<file path="config.mk">
export PLATFORM = sky130hd
export DESIGN_NAME = bf16_to_fp8_drain
export DESIGN_NICKNAME = d
export VERILOG_FILES = /design/src/rtl/bf16_to_fp8_drain.sv
export SDC_FILE = /design/constraint.sdc
export NUM_CORES = 1
export LEC_CHECK = 0
export CORE_ASPECT_RATIO = 0.8
export CORE_UTILIZATION = 35
export DETAILED_ROUTE_END_ITERATION = 8
export GPL_TIMING_DRIVEN = 0
export PLACE_DENSITY_LB_ADDON = 0.05
export RECOVER_POWER = 100
export SLEW_MARGIN = 20
export SYNTH_ARGS = -nofsm -noshare
export SYNTH_HDL_FRONTEND = slang
export SYNTH_SLANG_ARGS = --single-unit
</file>
<file path="constraint.sdc">
create_clock -name clk -period 4.4 [get_ports clk]
set_input_delay 0.88 -clock clk [delete_from_list [all_inputs] [get_ports clk]]
set_output_delay 0.88 -clock clk [all_outputs]
set_load 0.01 [all_outputs]
</file>
<file path="src/rtl/bf16_to_fp8_drain.sv">
// Write-back drain: requantizes BF16 accumulator results to FP8 E4M3 (bias 7) and packs
// LANES bytes per word onto a valid/ready output stream with sticky exception flags.
module bf16_to_fp8_drain #(
   parameter int LANES    = 4,
   parameter bit SATURATE = 1'b1
) (
   input  logic               clk,
   input  logic               rst_n,
   input  logic               clear,
   input  logic               in_valid,
   output logic               in_ready,
   input  logic [15:0]        in_data,
   input  logic               in_last,
   output logic               out_valid,
   input  logic               out_ready,
   output logic [8*LANES-1:0] out_data,
   output logic [LANES-1:0]   out_keep,
   output logic               out_last,
   output logic               flag_ovf,
   output logic               flag_unf,
   output logic               flag_nan
);

   localparam int LCW = (LANES > 1) ? $clog2(LANES) : 1;

   logic                s;
   logic [7:0]          e;
   logic [6:0]          m;
   logic [7:0]          sig;
   logic [10:0]         sub_ext;
   logic [6:0]          mag;
   logic [6:0]          mag_rnd;
   logic                guard;
   logic                sticky;
   logic                rnd;
   logic [7:0]          ovf_byte;
   logic [7:0]          fp8;
   logic                ovf_c;
   logic                unf_c;
   logic                nan_c;

   logic [LCW-1:0]      lane_cnt;
   logic [8*LANES-1:0]  pack_q;
   logic [8*LANES-1:0]  pack_nxt;
   logic [LANES-1:0]    keep_nxt;
   logic                accept;
   logic                word_done;

   assign s        = in_data[15];
   assign e        = in_data[14:7];
   assign m        = in_data[6:0];
   assign sig      = {1'b1, m};
   assign ovf_byte = SATURATE ? {s, 7'h77} : {s, 7'h78};

   // Subnormal range e=117..120 shifts the significand right by 8..5; bits [7:0] hold guard/sticky.
   assign sub_ext  = 11'({sig, 8'h00} >> (8'd125 - e));

   always_comb begin
      fp8     = 8'h00;
      ovf_c   = 1'b0;
      nan_c   = 1'b0;
      mag     = 7'h00;
      mag_rnd = 7'h00;
      guard   = 1'b0;
      sticky  = 1'b0;
      rnd     = 1'b0;
      if (e == 8'hFF) begin
         if (m != 7'h00) begin
            fp8   = 8'h7F;
            nan_c = 1'b1;
         end else begin
            fp8 = {s, 7'h78};
         end
      end else if (e == 8'h00) begin
         fp8 = {s, 7'h00};
      end else if (e > 8'd134) begin
         fp8   = ovf_byte;
         ovf_c = 1'b1;
      end else if (e >= 8'd117) begin
         if (e >= 8'd121) begin
            // exponent rebias e-120 taken modulo 16, valid because e is 121..134 here
            mag    = {e[3:0] + 4'd8, m[6:4]};
            guard  = m[3];
            sticky = |m[2:0];
         end else begin
            mag    = {4'b0000, sub_ext[10:8]};
            guard  = sub_ext[7];
            sticky = |sub_ext[6:0];
         end
         rnd     = guard && (sticky || mag[0]);
         mag_rnd = mag + {6'b000000, rnd};
         if (mag_rnd[6:3] == 4'hF) begin
            fp8   = ovf_byte;
            ovf_c = 1'b1;
         end else begin
            fp8 = {s, mag_rnd};
         end
      end else begin
         fp8 = {s, 7'h00};
      end
      unf_c = (e != 8'hFF) && ((e != 8'h00) || (m != 7'h00)) && (fp8[6:0] == 7'h00);
   end

   assign in_ready  = rst_n && !clear && (!out_valid || out_ready);
   assign accept    = in_valid && in_ready;
   assign word_done = (lane_cnt == LCW'(LANES - 1)) || in_last;

   always_comb begin
      pack_nxt = pack_q;
      pack_nxt[8*lane_cnt +: 8] = fp8;
      keep_nxt = '0;
      for (int i = 0; i < LANES; i++) begin
         keep_nxt[i] = (i <= int'(lane_cnt));
      end
   end

   always_ff @(posedge clk or negedge rst_n) begin
      if (!rst_n) begin
         lane_cnt  <= '0;
         pack_q    <= '0;
         out_valid <= 1'b0;
         out_data  <= '0;
         out_keep  <= '0;
         out_last  <= 1'b0;
         flag_ovf  <= 1'b0;
         flag_unf  <= 1'b0;
         flag_nan  <= 1'b0;
      end else begin
         if (clear) begin
            lane_cnt <= '0;
            pack_q   <= '0;
            flag_ovf <= 1'b0;
            flag_unf <= 1'b0;
            flag_nan <= 1'b0;
         end else if (accept) begin
            flag_ovf <= flag_ovf | ovf_c;
            flag_unf <= flag_unf | unf_c;
            flag_nan <= flag_nan | nan_c;
            if (word_done) begin
               lane_cnt <= '0;
               pack_q   <= '0;
            end else begin
               lane_cnt <= lane_cnt + 1'b1;
               pack_q   <= pack_nxt;
            end
         end
         // A word loading in the same cycle as a handshake keeps out_valid high.
         if (accept && word_done) begin
            out_valid <= 1'b1;
            out_data  <= pack_nxt;
            out_keep  <= keep_nxt;
            out_last  <= in_last;
         end else if (out_ready) begin
            out_valid <= 1'b0;
         end
      end
   end

endmodule

</file>
Yosys cells after proc, flatten, opt, wreduce, memory -nomap -nowiden
Index checks and enable logic that the tools add are counted.

Bits in registers: 75. Bits in writable memories: 0. Output and inout port bits: 42. Word-level logic and storage cells: 94. Memories: 0. Bits in latches: 0. Input port bits: 22. ROM bits: 0.

Bitwise logic cells: 3. Order comparisons: 6. Multiply operators: 0. Shift operators: 3. $add $sub $neg: 5. Reductions and logical operators: 21. Div/mod/pow operators: 0. Muxes and demuxes: 43. Equal/unequal tests: 4.

Operators by type and width (number): 32-bit 2-to-1 mux (3); 7-bit 2-to-1 mux (9); 5-bit negator with 34-bit output (1); 8-bit by 34-bit variable shift with 32-bit output, first input constant (1); 8-bit by 34-bit indexed part select with 32-bit output (1); 32-bit bitwise mux (1); 1-bit 2-to-1 mux (25); 8-bit by 7-bit >= comparator with 1-bit output, second input constant (2); 8-bit 2-to-1 mux (2); 16-bit by 8-bit >> shifter with 11-bit output (1); 8-bit == test, second input constant (1); 8-bit greater-than comparator, second input constant (1); 8-bit zero test (1); 8-bit inequality test, second input constant (1); 8-bit nonzero test (1); 7-bit by 8-bit subtractor with 8-bit output, first input constant (1); 7-bit by 1-bit adder with 7-bit output (1); 1-bit logical AND (7); 7-bit zero test (1); 7-bit nonzero test (1); 7-bit OR reduction (1); 2-bit 2-to-1 mux (3); 4-bit adder, second input constant (1); 4-bit == test, second input constant (1); other kinds (9) (17).

Depth between registers and ports, before layout
Word-level depth: 22. Depth in mapped cells: 18. Mapped depth without buffers: 16.

Worst setup path after synthesis
Ideal clock, no wire load.

Path type: input to register. From: input in_data[8]. To: register flag_unf. Arrival time: 4.160 ns. Setup slack: 0.118 ns. Stages on the path: 17. Required time: 4.278 ns. Buffers on the path: 1. Setup time: 0.122 ns. Cell sequence: ha_1 -> or3b_1 -> o22ai_1 -> o211ai_1 -> o41a_1 -> buf_6 -> a21oi_1 -> ha_1 -> and3_1 -> a31o_2 -> mux2i_1 -> nand3_1 -> nand2_1 -> or4_1 -> a31oi_2 -> a2111oi_1 -> a32o_1.

Word-level cells in the longest chain between the ends: 22. Elaborated cells on any way between the ends: 42. Classes of those cells: add/sub: 3; order compare: 3; eq/ne: 3; shift: 1; mux: 22; bitwise: 1; reduce/logical: 9.

RTL lines: start, declared (line 12) `input logic [15:0] in_data,`; 7-bit by 8-bit subtractor with 8-bit output (line 56) `assign sub_ext = 11'({sig, 8'h00} >> (8'd125 - e));`; 16-bit by 8-bit >> shifter with 11-bit output (line 56); 7-bit OR reduction (line 88) `sticky = |sub_ext[6:0];`; 1-bit 2-to-1 mux (line 80) `if (e >= 8'd121) begin`; 1-bit 2-to-1 mux (line 79) `end else if (e >= 8'd117) begin`; 1-bit 2-to-1 mux (line 76) `end else if (e > 8'd134) begin`; 1-bit 2-to-1 mux (line 74) `end else if (e == 8'h00) begin`; 1-bit 2-to-1 mux (line 67) `if (e == 8'hFF) begin`; [... 6 more ...]; 7-bit 2-to-1 mux (line 76); 7-bit 2-to-1 mux (line 74); 8-bit 2-to-1 mux (line 67); 7-bit zero test (line 101) `unf_c = (e != 8'hFF) && ((e != 8'h00) || (m != 7'h00)) && (fp8[6:0] == 7'h00);`; 1-bit logical AND (*) (line 101); 1-bit bitwise OR (*) (line 137) `flag_unf <= flag_unf | unf_c;`; 1-bit 2-to-1 mux (*) (line 135) `end else if (accept) begin`; 1-bit 2-to-1 mux (*) (line 129) `if (clear) begin`; end signal, assigned (line 137); end, declared (line 20) `output logic flag_unf,`.

Mark *: on every way between the ends. The rest lies on a longest branch, timed or not. The select of a mux whose other input is x is not followed. A chain may end at the register's enable or synchronous reset.

Worst setup path after layout
Same ends and word-level chain as after synthesis.

==> summary.txt <==
Post-cts hold buffer count - 0
Mapped Area - 4320 um^2
Critical path depth - 19
Die Y - 101 um
LEAKAGE - 2.46 nW
Fillers - 1139
Num CTS Buffers - 9
Post-Syn Nets - 528
CTS sink count - 75
Initial drt markers - 266
Die area - 12800 um^2
Reg2reg end - pack_q[4]
Post-Syn Instances - 496
N_diodes - 0
Yosys warns - 0
Routability Congestion - 0.860
Endpoints failing setup - 0
Min-delay src - out_keep[2]
Min cycle time layout - 4330 ps
ANT nets after route - 0
Crit path DAT - 4550 ps
Crit path from - in_data[8]
Max Cap Violations - 0
Distinct cells, synth - 59
Reg-to-Reg Start - lane_cnt[0]
Synthesized flop and latch total - 75
Cell row count - 35
Initial Util - 36.7%
Kind of critical path - primary input to flip-flop
Critical Path RT - 4620 ps
Worst-margin pin slew - 1060 ps
Period utilization - 98.4%
Crit start category - primary input
Hold_ws - 462 ps
Clk buf depth - 2
Placement Setup Slack - -1170 ps
Unrepaired setup endpoints after global routing - true
Worst path buffer plus inverter count - 3
Vias per std cell - 5.61
Setup Skew - 6.06 ps
Seq/Total Area, Yosys - 43.4%
DRT Wirelength - 13.5 mm
DP HPWL - 9.84 mm
TritonCTS clock tree - yes
Async S/R FF share, synth - 100%
Hold EP - out_keep[2]
Maximum VDD drop - 0.190 mV
Post-synth EDFFs - 0
Final Max Slew Viols - 0
Slew headroom - 29.0%
Port buffer count - 62
Final WS setup - 69.5 ps
Syn-to-layout area delta - 33.4%
Drt first pass iters - 4
Vias in the first global route - 3941
Clk pin slew, worst setup/hold paths - 60 ps
Max Clk Rate - 0.231 GHz
Avg Synthesized Cell Area - 8.71 um^2
Share of cells above drive strength 1 - 14.7%
CP delay by family, top - compound AO/OA/AOI/OAI gates
HP Class - flip-flop to flip-flop
Pwr dens - 350 nW/um^2
# nets final - 614
Worst Hold Depth - 2
CP max stage delay - 570 ps
DRC errors left - 0
Outcome - complete, no violations
Final Hold Viols - 0
CORE AREA - 11800 um^2
Crit-path cells - clkbuf_2, ha_4, or3b_1, o22ai_2, o211ai_1, o41a_1, buf_6, a21oi_2, ha_2, and3_4, a31o_4, mux2i_2, nand3_2, nand2_1, or4_4, a31oi_4, buf_12, a2111oi_4, a32o_1
Via count - 4126
Ys flop type - dfrtp_1
Die X - 126 um
I/O Pins - 64
Global-route wire length before repair - 21.4 mm
Clk root buf - clkbuf_16
R2R depth - 6
Worst Setup End Kind - flip-flop
Largest net degree at the start of global routing - 42
GRT overflow - 0
GRT Total Usage - 22.0%
Antenna violations before repair - 0
Worst skew pair latency - 340 ps
H-tree depth - 3
Slowest CP cell - or4_4
Wire length per cell - 18.3 um
CP Max Fanout - 6
Final Power - 2.02 mW
Reg2reg setup slack - 1430 ps
## routing by layer
metal  up-vias  wire [um]  GRT usage [%]
li1       1974          -              -
met1      2019       6780           31.6
met2       118       5670           33.1
met3        15        835           5.55
met4         0        166           5.84
met5         -          0              0
## power breakdown
part	total [mW]	internal [mW]	switching, mW	leakage [nW]
Sequential	0.780	0.751	0.0295	0.981
Combinational	0.430	0.190	0.241	1.32
Clock	0.808	0.515	0.293	0.156
## cell usage in the layout (no fill, tap or decap), types with 9 or more instances in the layout
cell,instances
nand2_1,72
o31ai_1,9
clkbuf_1,15
dlygate4sd3_1,41
nand2b_1,13
inv_1,14
o21ai_0,47
dfrtp_1,75
buf_4,14
a221oi_1,12
clkbuf_16,9
a21oi_1,22
nor2_1,60
a31oi_1,15
o21ai_1,11
## synthesized netlist by cell type, types with 2 or more instances
master,n,area (um^2)
a21oi_1,24,120
nand2b_1,13,81.3
a221oi_1,12,105
mux2i_1,9,90.1
o21ai_1,11,55.1
inv_1,14,52.6
nor2_1,62,233
a211oi_1,2,15.0
and3_1,7,43.8
clkbuf_1,16,60.1
nor4_1,3,18.8
dfrtp_1,75,1880
nand3_1,8,40.0
o21ai_0,49,245
nor2b_1,6,37.5
or2_2,2,12.5
a31o_2,2,17.5
o211ai_1,3,22.5
buf_6,5,56.3
nand4_1,3,18.8
a31oi_1,15,93.8
xnor2_1,3,26.3
nand2_2,2,12.5
or4_1,4,30.0
and2_0,2,12.5
o22ai_1,3,18.8
buf_2,2,10.0
a21o_1,2,15.0
a32o_1,5,50.1
nand2_1,72,270
o2111ai_1,2,17.5
o31ai_1,9,67.6
and2_1,2,12.5
nor3_1,8,40.0
o31ai_2,2,25.0
ha_1,10,125
nor3b_1,5,37.5
## timing repair
| item | CTS | global route |
|---|---|---|
| resized for setup | 25 | 36 |
| gates cloned | 0 | 0 |
| pin swaps | 10 | 15 |
| hold endpoints to repair | 0 | 0 |
| setup endpoints to repair | 47 | 37 |
| buffers inserted | 5 | 8 |
## through the flow
step / std cells / utilization [%] / setup TNS, ps / instance area, um^2
after floorplan: 496 / - / 0 / 4320
after global placement: 706 / 43.5 / -141140 / 5130
after detailed placement: 707 / 43.7 / -34940 / 5150
after CTS: 727 / 47.7 / 0 / 5620
after global routing: 735 / 48.9 / -243 / 5760
final: 735 / 48.9 / 0 / 5760
## registers in the layout, indices dropped and copies added, names as in the netlist
register	flops
flag_ovf	1
lane_cnt	2
out_keep	4
flag_unf	1
out_data	32
flag_nan	1
out_valid	1
out_last	1
pack_q	32
## final cells by class
type / count / area (um^2) / share of cell area [%]
multi-input combinational: 384 / 2450 / 42.6
sequential: 75 / 1880 / 32.6
timing repair buffer: 76 / 739 / 12.8
clock buffer: 11 / 243 / 4.21
tap: 148 / 185 / 3.21
buffer: 22 / 126 / 2.19
clock inverter: 5 / 85.1 / 1.48
inverter: 14 / 52.6 / 0.912
## cell families after synthesis
logic type	share of synthesized area, %
and+or+nand+nor	22.7
AOI/OAI and AO/OA	23.1
DFF	43.4
buffers and inverters	4.14
muxes	2.87
adders and majority gates	2.90
xor gates and xnor gates	0.811
## worst reg2reg max path: stages, from the launching register on
cell	delay, ps
dfrtp_1	450
inv_1	270
ha_1	350
inv_1	220
nor4b_2	880
nand2_1	440
o21ai_0	270
## worst max-delay path by stage
stage	end	slack, ps
floorplan	flag_unf	120
global placement	pack_q[31]	-1850
detailed placement	flag_unf	-1170
CTS	flag_unf	8
global route	flag_unf	-90
finish	flag_unf	70
Note: power is estimated with default switching activity, not from simulation.
